<file path="config.mk">
export PLATFORM = sky130hd
export DESIGN_NAME = qea_host_sequencer
export DESIGN_NICKNAME = d
export VERILOG_FILES = /design/src/rtl/qea_host_sequencer_pkg.sv /design/src/rtl/qea_host_rd_pipe.sv /design/src/rtl/qea_host_sequencer.sv
export SDC_FILE = /design/constraint.sdc
export NUM_CORES = 1
export LEC_CHECK = 0
export CAP_MARGIN = 20
export CORE_AREA = 5 5 393 395
export DETAILED_ROUTE_END_ITERATION = 8
export DIE_AREA = 0 0 398 400
export GPL_TIMING_DRIVEN = 0
export RECOVER_POWER = 50
export SETUP_SLACK_MARGIN = 0.02
export SLEW_MARGIN = 20
export SYNTH_ARGS = -nofsm -noshare
export SYNTH_HDL_FRONTEND = slang
export SYNTH_SLANG_ARGS = --single-unit
</file>
<file path="constraint.sdc">
create_clock -name clk -period 5.4 [get_ports clk]
set_input_delay 1.35 -clock clk [delete_from_list [all_inputs] [get_ports clk]]
set_output_delay 1.35 -clock clk [all_outputs]
set_load 0.01 [all_outputs]
</file>
<file path="src/rtl/qea_host_sequencer_pkg.sv">
// Shared types and helpers for the QEA host sequencer.
// Holds the job FSM encoding plus row-count and unit-amplitude helpers.
package qea_host_pkg;

   localparam int QH_DATA_WIDTH     = 32;
   localparam int QH_NUM_FRAC_BIT   = 30;
   localparam int QH_MAX_QBIT_WIDTH = 6;

   typedef enum logic [3:0] {
      S_IDLE,
      S_LOAD_CTX,
      S_INIT_STATE,
      S_START,
      S_RUN,
      S_READ_REQ,
      S_READ_WAIT,
      S_READ_OUT,
      S_DONE
   } state_e;

   // Four amplitudes per row, so a row holds two qubits' worth of states.
   function automatic logic [31:0] rows_of(input int qbit_num);
      return 32'd1 << (qbit_num - 2);
   endfunction

   function automatic logic [2*QH_DATA_WIDTH-1:0] one_amp(
      input int frac = QH_NUM_FRAC_BIT
   );
      return {QH_DATA_WIDTH'(1) << frac, QH_DATA_WIDTH'(0)};
   endfunction

endpackage

</file>
<file path="src/rtl/qea_host_rd_pipe.sv">
// State read-back pipe: read-latency valid shift and held result beat.
// The beat stays stable until the consumer accepts it.
module qea_host_rd_pipe #(
   parameter int WIDTH      = 256,
   parameter int RD_LATENCY = 1
) (
   input  logic             clk,
   input  logic             rst_n,
   input  logic             i_req,
   input  logic [WIDTH-1:0] i_dout,
   input  logic             i_ready,
   output logic             o_capt,
   output logic             o_valid,
   output logic [WIDTH-1:0] o_data
);

   logic [RD_LATENCY-1:0] r_vsh;
   logic                  r_valid;
   logic [WIDTH-1:0]      r_data;

   assign o_capt  = r_vsh[RD_LATENCY-1];
   assign o_valid = r_valid;
   assign o_data  = r_data;

   always_ff @(posedge clk) begin
      if (!rst_n) begin
         r_vsh   <= '0;
         r_valid <= 1'b0;
         r_data  <= '0;
      end else begin
         r_vsh <= (r_vsh << 1) | RD_LATENCY'(i_req);
         if (o_capt) begin
            r_data  <= i_dout;
            r_valid <= 1'b1;
         end else if (r_valid && i_ready) begin
            r_valid <= 1'b0;
         end
      end
   end

endmodule

</file>
<file path="src/rtl/qea_host_sequencer.sv">
// Hardware host for the QEA: loads context, clears state to |0..0>,
// runs and times the job, then streams every state row back out.
module qea_host_sequencer
   import qea_host_pkg::*;
#(
   parameter int PE_NUM                  = 4,
   parameter int DATA_WIDTH              = QH_DATA_WIDTH,
   parameter int STATE_DATA_WIDTH        = 2*DATA_WIDTH,
   parameter int STATE_ADDR_WIDTH        = 16,
   parameter int GATE_CONTEXT_DATA_WIDTH = 2*DATA_WIDTH,
   parameter int GATE_CONTEXT_ADDR_WIDTH = 16,
   parameter int MAX_QBIT_WIDTH          = QH_MAX_QBIT_WIDTH,
   parameter int NUM_FRAC_BIT            = QH_NUM_FRAC_BIT,
   parameter int RD_LATENCY              = 1
) (
   input  logic                                 clk,
   input  logic                                 rst_n,
   input  logic                                 i_go,
   input  logic [MAX_QBIT_WIDTH-1:0]            i_qbit_num,
   input  logic [GATE_CONTEXT_ADDR_WIDTH-1:0]   i_ins_num,
   input  logic                                 i_ctx_valid,
   output logic                                 o_ctx_ready,
   input  logic [GATE_CONTEXT_DATA_WIDTH-1:0]   i_ctx_word,
   output logic                                 o_qea_start,
   output logic [MAX_QBIT_WIDTH-1:0]            o_qea_qbit_num,
   output logic                                 o_qea_ctx_en,
   output logic                                 o_qea_ctx_wea,
   output logic [GATE_CONTEXT_ADDR_WIDTH-1:0]   o_qea_ctx_addr,
   output logic [GATE_CONTEXT_DATA_WIDTH-1:0]   o_qea_ctx_data,
   output logic                                 o_qea_state_ena,
   output logic                                 o_qea_state_wea,
   output logic [STATE_ADDR_WIDTH-1:0]          o_qea_state_addra,
   output logic [PE_NUM*STATE_DATA_WIDTH-1:0]   o_qea_state_dina,
   input  logic                                 i_qea_complete,
   input  logic [PE_NUM*STATE_DATA_WIDTH-1:0]   i_qea_state_dout,
   output logic                                 o_res_valid,
   input  logic                                 i_res_ready,
   output logic [PE_NUM*STATE_DATA_WIDTH-1:0]   o_res_data,
   output logic                                 o_busy,
   output logic                                 o_done,
   output logic                                 o_err,
   output logic [31:0]                          o_exec_cycles
);

   localparam int RW = STATE_ADDR_WIDTH + 1;
   localparam int GW = GATE_CONTEXT_ADDR_WIDTH;
   localparam logic [STATE_DATA_WIDTH-1:0] ONE_AMP =
      STATE_DATA_WIDTH'(one_amp(NUM_FRAC_BIT));

   state_e                       r_state, w_next;
   logic [MAX_QBIT_WIDTH-1:0]    r_qbit;
   logic [GW-1:0]                r_ins, r_beat;
   logic [RW-1:0]                r_row, w_rows;
   logic                         r_ctx_en, r_first, r_err;
   logic [GW-1:0]                r_ctx_addr;
   logic [GATE_CONTEXT_DATA_WIDTH-1:0] r_ctx_data;
   logic [31:0]                  r_exec;
   logic w_legal, w_accept, w_last_beat, w_row_last;
   logic w_capt, w_hs, w_rd_req;

   assign w_rows      = RW'(rows_of(int'(r_qbit)));
   assign w_row_last  = (r_row == w_rows - RW'(1));
   assign w_accept    = (r_state == S_LOAD_CTX) && i_ctx_valid;
   assign w_last_beat = (r_beat == r_ins - GW'(1));
   assign w_hs        = o_res_valid && i_res_ready;
   assign w_rd_req    = (r_state == S_READ_REQ);
   assign w_legal     = (int'(i_qbit_num) >= 2)
                     && (int'(i_qbit_num) <= STATE_ADDR_WIDTH + 2)
                     && (i_ins_num != '0);

   always_ff @(posedge clk) begin
      if (!rst_n) r_state <= S_IDLE;
      else        r_state <= w_next;
   end

   always_comb begin
      w_next = r_state;
      unique case (r_state)
         S_IDLE:       if (i_go && w_legal) w_next = S_LOAD_CTX;
         S_LOAD_CTX:   if (w_accept && w_last_beat) w_next = S_INIT_STATE;
         S_INIT_STATE: if (w_row_last) w_next = S_START;
         S_START:      w_next = S_RUN;
         S_RUN:        if (!r_first && i_qea_complete) w_next = S_READ_REQ;
         S_READ_REQ:   w_next = S_READ_WAIT;
         S_READ_WAIT:  if (w_capt) w_next = S_READ_OUT;
         S_READ_OUT:   if (w_hs) w_next = w_row_last ? S_DONE : S_READ_REQ;
         S_DONE:       w_next = S_IDLE;
         default:      w_next = S_IDLE;
      endcase
   end

   always_ff @(posedge clk) begin
      if (!rst_n) begin
         r_qbit     <= '0;
         r_ins      <= '0;
         r_beat     <= '0;
         r_row      <= '0;
         r_ctx_en   <= 1'b0;
         r_ctx_addr <= '0;
         r_ctx_data <= '0;
         r_exec     <= '0;
         r_first    <= 1'b0;
         r_err      <= 1'b0;
      end else begin
         r_err    <= (r_state == S_IDLE) && i_go && !w_legal;
         r_ctx_en <= w_accept;
         if (w_accept) begin
            r_ctx_addr <= r_beat;
            r_ctx_data <= i_ctx_word;
            r_beat     <= r_beat + GW'(1);
         end
         unique case (r_state)
            S_IDLE: if (i_go && w_legal) begin
               r_qbit <= i_qbit_num;
               r_ins  <= i_ins_num;
               r_beat <= '0;
               r_row  <= '0;
            end
            S_INIT_STATE: r_row <= w_row_last ? '0 : r_row + RW'(1);
            S_START: begin
               r_exec  <= '0;
               r_first <= 1'b1;
            end
            // Counting includes the cycle in which complete is seen.
            S_RUN: begin
               r_first <= 1'b0;
               if (r_exec != '1) r_exec <= r_exec + 32'd1;
            end
            S_READ_OUT: if (w_hs && !w_row_last) r_row <= r_row + RW'(1);
            default: ;
         endcase
      end
   end

   always_comb begin
      o_ctx_ready       = 1'b0;
      o_qea_start       = 1'b0;
      o_qea_state_ena   = 1'b0;
      o_qea_state_wea   = 1'b0;
      o_qea_state_addra = '0;
      o_qea_state_dina  = '0;
      o_done            = 1'b0;
      o_busy            = (r_state != S_IDLE);
      unique case (r_state)
         S_LOAD_CTX: o_ctx_ready = 1'b1;
         S_INIT_STATE: begin
            o_qea_state_ena   = 1'b1;
            o_qea_state_wea   = 1'b1;
            o_qea_state_addra = r_row[STATE_ADDR_WIDTH-1:0];
            if (r_row == '0)
               o_qea_state_dina[PE_NUM*STATE_DATA_WIDTH-1 -: STATE_DATA_WIDTH]
                  = ONE_AMP;
         end
         S_START: o_qea_start = 1'b1;
         S_READ_REQ: begin
            o_qea_state_ena   = 1'b1;
            o_qea_state_addra = r_row[STATE_ADDR_WIDTH-1:0];
         end
         S_DONE: o_done = 1'b1;
         default: ;
      endcase
   end

   assign o_qea_qbit_num = r_qbit;
   assign o_qea_ctx_en   = r_ctx_en;
   assign o_qea_ctx_wea  = r_ctx_en;
   assign o_qea_ctx_addr = r_ctx_addr;
   assign o_qea_ctx_data = r_ctx_data;
   assign o_err          = r_err;
   assign o_exec_cycles  = r_exec;

   qea_host_rd_pipe #(
      .WIDTH      (PE_NUM*STATE_DATA_WIDTH),
      .RD_LATENCY (RD_LATENCY)
   ) u_rd_pipe (
      .clk     (clk),
      .rst_n   (rst_n),
      .i_req   (w_rd_req),
      .i_dout  (i_qea_state_dout),
      .i_ready (i_res_ready),
      .o_capt  (w_capt),
      .o_valid (o_res_valid),
      .o_data  (o_res_data)
   );

endmodule

</file>
# --- Yosys cells after proc, flatten, opt, wreduce, memory -nomap -nowiden ---
# Index checks and enable logic that the tools add are counted.
classes:
  n_addsub: 6
  magnitude_cmp: 2
  n_eq_ne: 19
  n_shift: 1
  mux: 28
  n_reduce_logical: 25
op_table:
  columns: ["cell", "count"]
  rows:
  - ["two-way mux 63 bit", 2]
  - ["two-way mux 16 bit", 4]
  - ["one-hot mux 32 bit (2 select lines)", 1]
  - ["two-way mux 17 bit", 3]
  - ["one-hot mux 17 bit (3 select lines)", 1]
  - ["adder 32 x 1 -> 32 bit, second input constant", 1]
  - ["two-way mux 32 bit", 1]
  - ["!= test 32 bit, second input constant", 1]
  - ["one-hot mux 4 bit (8 select lines)", 1]
  - ["left shift 1 x 32 -> 17 bit, first input constant", 1]
  - ["two-way mux 4 bit", 7]
  - ["adder 17 x 1 -> 17 bit, second input constant", 1]
  - ["equality test 17 bit", 1]
  - ["zero test 17 bit", 1]
  - ["subtractor 17 x 1 -> 17 bit, second input constant", 1]
  - ["adder 16 x 1 -> 16 bit, second input constant", 1]
  - ["equality test 16 bit", 1]
  - ["equality test 4 x 3 -> 1 bit, second input constant", 4]
  - ["nonzero test 16 bit", 1]
  - ["subtractor 16 x 1 -> 16 bit, second input constant", 1]
  - ["!= test 2 bit, second input constant", 6]
  - ["logical AND 1 bit", 10]
  - ["equality test 4 x 2 -> 1 bit, second input constant", 2]
  - ["two-way mux 1 bit", 7]
  - ["other kinds (16)", 21]
totals:
  ff_bits: 432
  input_bits: 348
  out_inout_bits: 656
  word_cells: 95

# --- Depth between registers and ports, before layout ---
# Gate-level depths: netlist of run 1.
logic_depth:
  depth_word: 8
  depth_mapped: 20
  ltp_nobuf: 16

# --- Modules after synthesis ---
# A second synthesis of run 1 with hierarchy kept.
unflattened:
  cells_unflattened: 2198
  hier_area_um2: 20454.6
by_module_without_submodules:
  columns: ["mod", "instances", "cells_per_inst", "area_each_um2", "seq_area_each_um2"]
  rows:
  - ["qea_host_sequencer", 1, 1368, 10573.9, 3483.3]
  - ["qea_host_rd_pipe", 1, 830, 9880.7, 5165.0]

# --- Worst setup path before layout of run 1 ---
# Ideal clock, no wire load.
synth_timing:
  path_type: "reg2reg"
  startpoint: "reg r_qbit[1], in the netlist o_qea_qbit_num[1]"
  endpoint: "reg r_row[0]"
  setup_ps: 117
  arrival_time_ps: 3858
  required_time_ps: 5283
  path_slack_ps: 1425
  stages_incl_launch_ff: 20
  path_buffers: 4
  period_less_slack_ps: 3975
  cell_sequence: "dfxtp_1 -> inv_1 -> ha_1 -> buf_2 -> o41a_4 -> nor2_2 -> nand3_1 -> ha_1 -> buf_1 -> xnor2_1 -> o21ai_0 -> a21o_1 -> o32a_1 -> a211oi_2 -> nand4_2 -> buf_4 -> nand2_1 -> a31o_2 -> buf_2 -> nor2_1"
synth_between:
  elab_chain_cells: 8
  elab_cells_between_ends: 10
  cone_classes: "add/sub: 2; eq/ne: 2; shift: 1; mux: 2; reduce/logical: 3"
synth_lines:
  columns: ["element", "line", "rtl"]
  rows:
  - ["from (decl)", "qea_host_sequencer.sv:51", "logic [MAX_QBIT_WIDTH-1:0] r_qbit;"]
  - ["from (signal assigned)", "qea_host_sequencer.sv:114", "r_qbit <= i_qbit_num;"]
  - ["subtractor 6 x 2 -> 7 bit (*)", "qea_host_sequencer_pkg.sv:23", "return 32'd1 << (qbit_num - 2);"]
  - ["left shift 1 x 32 -> 17 bit (*)", "qea_host_sequencer_pkg.sv:23", null]
  - ["subtractor 17 x 1 -> 17 bit (*)", "qea_host_sequencer.sv:62", "assign w_row_last = (r_row == w_rows - RW'(1));"]
  - ["equality test 17 bit (*)", "qea_host_sequencer.sv:62", null]
  - ["zero test 1 bit", "qea_host_sequencer.sv:129", "S_READ_OUT: if (w_hs && !w_row_last) r_row <= r_row + RW'(1);"]
  - ["logical AND 1 bit", "qea_host_sequencer.sv:129", null]
  - ["!= test 2 bit (no line)", null, null]
  - ["AND reduction 3 bit (no line)", null, null]
  - ["to (signal assigned)", "qea_host_sequencer.sv:119", "S_INIT_STATE: r_row <= w_row_last ? '0 : r_row + RW'(1);"]
  - ["to (signal assigned)", "qea_host_sequencer.sv:129", null]
  - ["to (decl)", "qea_host_sequencer.sv:53", "logic [RW-1:0] r_row, w_rows;"]
# Every way passes the cells marked *; elsewhere a longest branch is shown, timed or not.
# A chain may end at the register's enable or synchronous reset.

# --- Worst setup path in the final report of run 1 ---
layout_timing:
  startpoint: "reg r_qbit[1], in the netlist o_qea_qbit_num[1]"
  endpoint: "reg r_row[6]"
# The elaborated chain is that of the path after synthesis.

==> results of run 1 <==
-- sequential cells by signal (all words and copies together), names as in the netlist --
signal	count
r_row	17
o_exec_cycles	32
o_err	1
r_first	1
o_qea_ctx_en	1
u_rd_pipe.o_data	256
r_state	4
u_rd_pipe.o_valid	1
r_ins	16
o_qea_ctx_data	64
r_beat	16
o_qea_qbit_num	6
u_rd_pipe.o_capt	1
o_qea_ctx_addr	16
-- synth_stat cells, types with 8 or more instances --
cell type | number | area share, %
xnor2_1 | 32 | 1.4
buf_4 | 258 | 10
and2_1 | 19 | 0.61
or4_1 | 9 | 0.35
nor2_1 | 361 | 7.0
o211ai_1 | 12 | 0.46
o21ai_0 | 24 | 0.62
nor3_1 | 24 | 0.62
clkbuf_1 | 90 | 1.7
inv_1 | 17 | 0.33
nand3_1 | 28 | 0.72
nor4_1 | 15 | 0.48
or3_1 | 18 | 0.58
mux2i_1 | 282 | 15
nor2b_1 | 8 | 0.26
xor2_1 | 39 | 1.8
and3_1 | 19 | 0.61
nand4_1 | 22 | 0.71
nand2_1 | 222 | 4.3
a21oi_1 | 117 | 3.0
o31ai_1 | 8 | 0.31
dfxtp_1 | 432 | 44
buf_1 | 30 | 0.58
-- final cells by class --
cell class / instances / area (um2) / area share (%)
buffer: 385 / 2430 / 7.52
tap: 2030 / 2540 / 7.86
timing repair buffer: 753 / 7600 / 23.5
sequential: 432 / 8650 / 26.8
clock buffer: 79 / 1530 / 4.75
inverter: 18 / 67.6 / 0.209
antenna: 14 / 35.0 / 0.108
multi-input combinational: 1611 / 9270 / 28.7
clock inverter: 19 / 190 / 0.589
-- worst min-delay path by stage --
stage,end,depth (start not counted)
3_3_place_gp,o_qea_ctx_data[6],2
2_1_floorplan,r_first,2
6_report,o_qea_ctx_data[35],2
4_1_cts,o_qea_ctx_data[35],2
5_1_grt,o_qea_ctx_data[2],2
3_5_place_dp,o_qea_ctx_data[35],2
-- power by group through the flow --
stage	combinational [mW]	clock [mW]	sequential, mW
detailed placement	2.10	0	3.54
global placement	2.05	0	3.53
finish	2.05	3.59	3.46
CTS	2.11	3.73	3.47
global route	2.22	3.85	3.48
floorplan	0.985	0	3.56
-- worst max-delay path, stage by stage, from the launching register on --
cell and delay [ns]:
dfxtp_1 0.49, inv_1 0.10, ha_1 0.20, buf_2 0.17
o41a_4 0.53, nor2_2 0.33, nand3_1 0.15, ha_1 0.23
buf_1 0.20, xnor2_1 0.26, o21ai_0 0.11, a21o_1 0.17
o32a_1 0.32, a211oi_2 0.24, nand4_2 0.19, buf_4 0.24
nand2_1 0.07, a31o_2 0.26, buf_2 0.27, nor2_1 0.07
-- through the flow --
step / util [%] / power [mW] / std cells
after floorplan: - / 4.54 / 2446
after global placement: 20.2 / 5.58 / 5224
after detailed placement: 20.2 / 5.64 / 5228
after CTS: 21.4 / 9.31 / 5326
after global routing: 21.4 / 9.55 / 5328
final: 21.4 / 9.11 / 5341
-- metal layers --
layer,vias to the layer above,share of wire [%]
met5,-,0.16
met4,28,3.4
met3,161,9.8
met2,756,48
met1,8870,38
li1,9024,-
-- logic make-up (layout without fill, tap and decap cells) --
family	Yosys count	in the layout	synth area share [%]
compound gates	214	214	6.74
xor+xnor	71	71	3.20
fa+ha+maj	7	7	0.450
buf+inv	403	1254	12.8
flops	432	432	44.5
mux	283	283	14.6
other cells	1	269	0.0193
simple gates	781	781	17.8
==> summary.txt, run 1 <==
Timing
  • Endpoints failing hold: 0
  • RSZ-0062 raised after global routing: false
  • TNS Setup: 0 ns
  • Final worst slack: 0.630 ns
  • Pin slew with the least headroom to its limit: 1.22 ns
  • Setup-failing EPs final: 0
  • Rel. slew slack: 18.4%
  • Final period util: ~88%
  • Hold_ws: around 0.45 ns
  • Slew Viols, Final: 0
  • Post-layout min period: 4.77 ns
  • Worst-case clock skew: 0.0310 ns
  • Max Fclk: 0.210 GHz

Place
  • Port Buf Inserts: ~750
  • Area after DPL: 30,500 um2
  • DP Worst Slack: 0.452 ns
  • Routability-driven placement congestion ratio: 0.884
  • Post-DP HPWL: 95,200 um

Clock tree
  • Htree depth: 2
  • Total CTS buffers: 53
  • Root Driver: clkbuf_16
  • Maximum clock path buffer count: 3
  • CTS Sinks: 432
  • Worst-path clk slew: ~0.070 ns
  • Postcts setup bufs: 0
  • CTS tree: yes
  • Clk Latency, worst-skew pair: 0.65 ns
  • Post-CTS resize count: 0
  • Hold_buf cts: 0

Die
  • # IOs: 1,004
  • # rows: 143
  • Die H: 400 um
  • Core ar.: 151,000 um2
  • DIE AREA: 159,000 um2
  • Die W: 398 um
  • Starting Density: ~13%

GRT
  • Total gr overflow: 0
  • Met1 usage: 15.1%
  • Met3 GRT Util: 4.76%
  • First-pass GRT wire length: 145,000 um
  • Met2 usage: 22.2%
  • Pin count of the biggest net entering global routing: 16
  • Grt peak-use layer: met2
  • GRT Overall Usage: 13.0%
  • Vias in the first global route: 17,400
  • Initial antenna violation count: 43

Job
  • Max-cap viol count: 0

Synth
  • EDFF count, synth: 0
  • Most used DFF post-synth: dfxtp_1
  • Asr flop ratio synth: 0%
  • Sequential area share after synthesis: 44.5%
  • Synth Register Bits: 432
  • Synthesis Warnings: 0
  • Distinct cells, synth: 70
  • Post-synthesis cell area: 19,400 um2
  • Syn avg cell area: approximately 9 um2
  • Syn Inst Count: 2,192

Pwr
  • Clock share of power: 39.5%
  • Switching pwr: 2.84 mW
  • Comb pwr share: 22.5%
  • Internal power: 6.27 mW
  • Worst VDD drop: ~0.00023 V
  • Leakage: 13.2 nW
  • Flop pwr share: 38.0%
  • Sw frac: between 30% and 40%
  • Power per Cell Area: 282 nW/um2

Cells and area
  • Final nets: around 3,600
  • Most common cell after layout, fill and taps aside: dfxtp_1
  • Most frequent cells in the layout: dfxtp_1, dlygate4sd3_1, clkdlybuf4s50_1
  • Final instance area: between 30,000 and 40,000 um2
  • Share of post-route cells with drive strength above 1: 11.3%
  • # fillers: ~17,000
  • Area grow syn2layout: 66.1%

Setup path
  • Crit path to: r_row[6]
  • Startpoint types: flip-flop
  • RR Startpoint: o_qea_qbit_num[1]
  • Worst r2r path cells: 19
  • Reg2reg end: r_row[6]
  • Reg2Reg Setup Slack: 0.63 ns
  • CP Capture Type: flip-flop
  • Worst path required time: 5.90 ns
  • Data arrival time of the worst path: 5.27 ns
  • Crit Path Class: reg -> reg
  • Crit path max fanout: 10
  • Critical path origin: o_qea_qbit_num[1]

Drt
  • Post-DRT Antenna Nets: 0
  • Wirelength per Cell: 20.9 um
  • Number of vias per cell: 3.53
  • Initial drt markers: 1,065
  • DRT Pass-1 Iters: 5
  • Drc violations: 0
  • Via count: roughly 19,000
  • Total Wirelength: approximately 110,000 um

Min path
  • Hold wc startpoint: o_qea_ctx_data[35]
  • Worst hold-check path type: reg -> reg

Run status
  • Status: finished, final reports clean
Note: power is estimated with default switching activity, not from simulation.
==> run 2: changes to the inputs <==
ABC_CLOCK_PERIOD_IN_PS = 5400   (was unset)
==> results of run 2 <==
The final DEF is identical to that of run 1; final timing and power are the same.
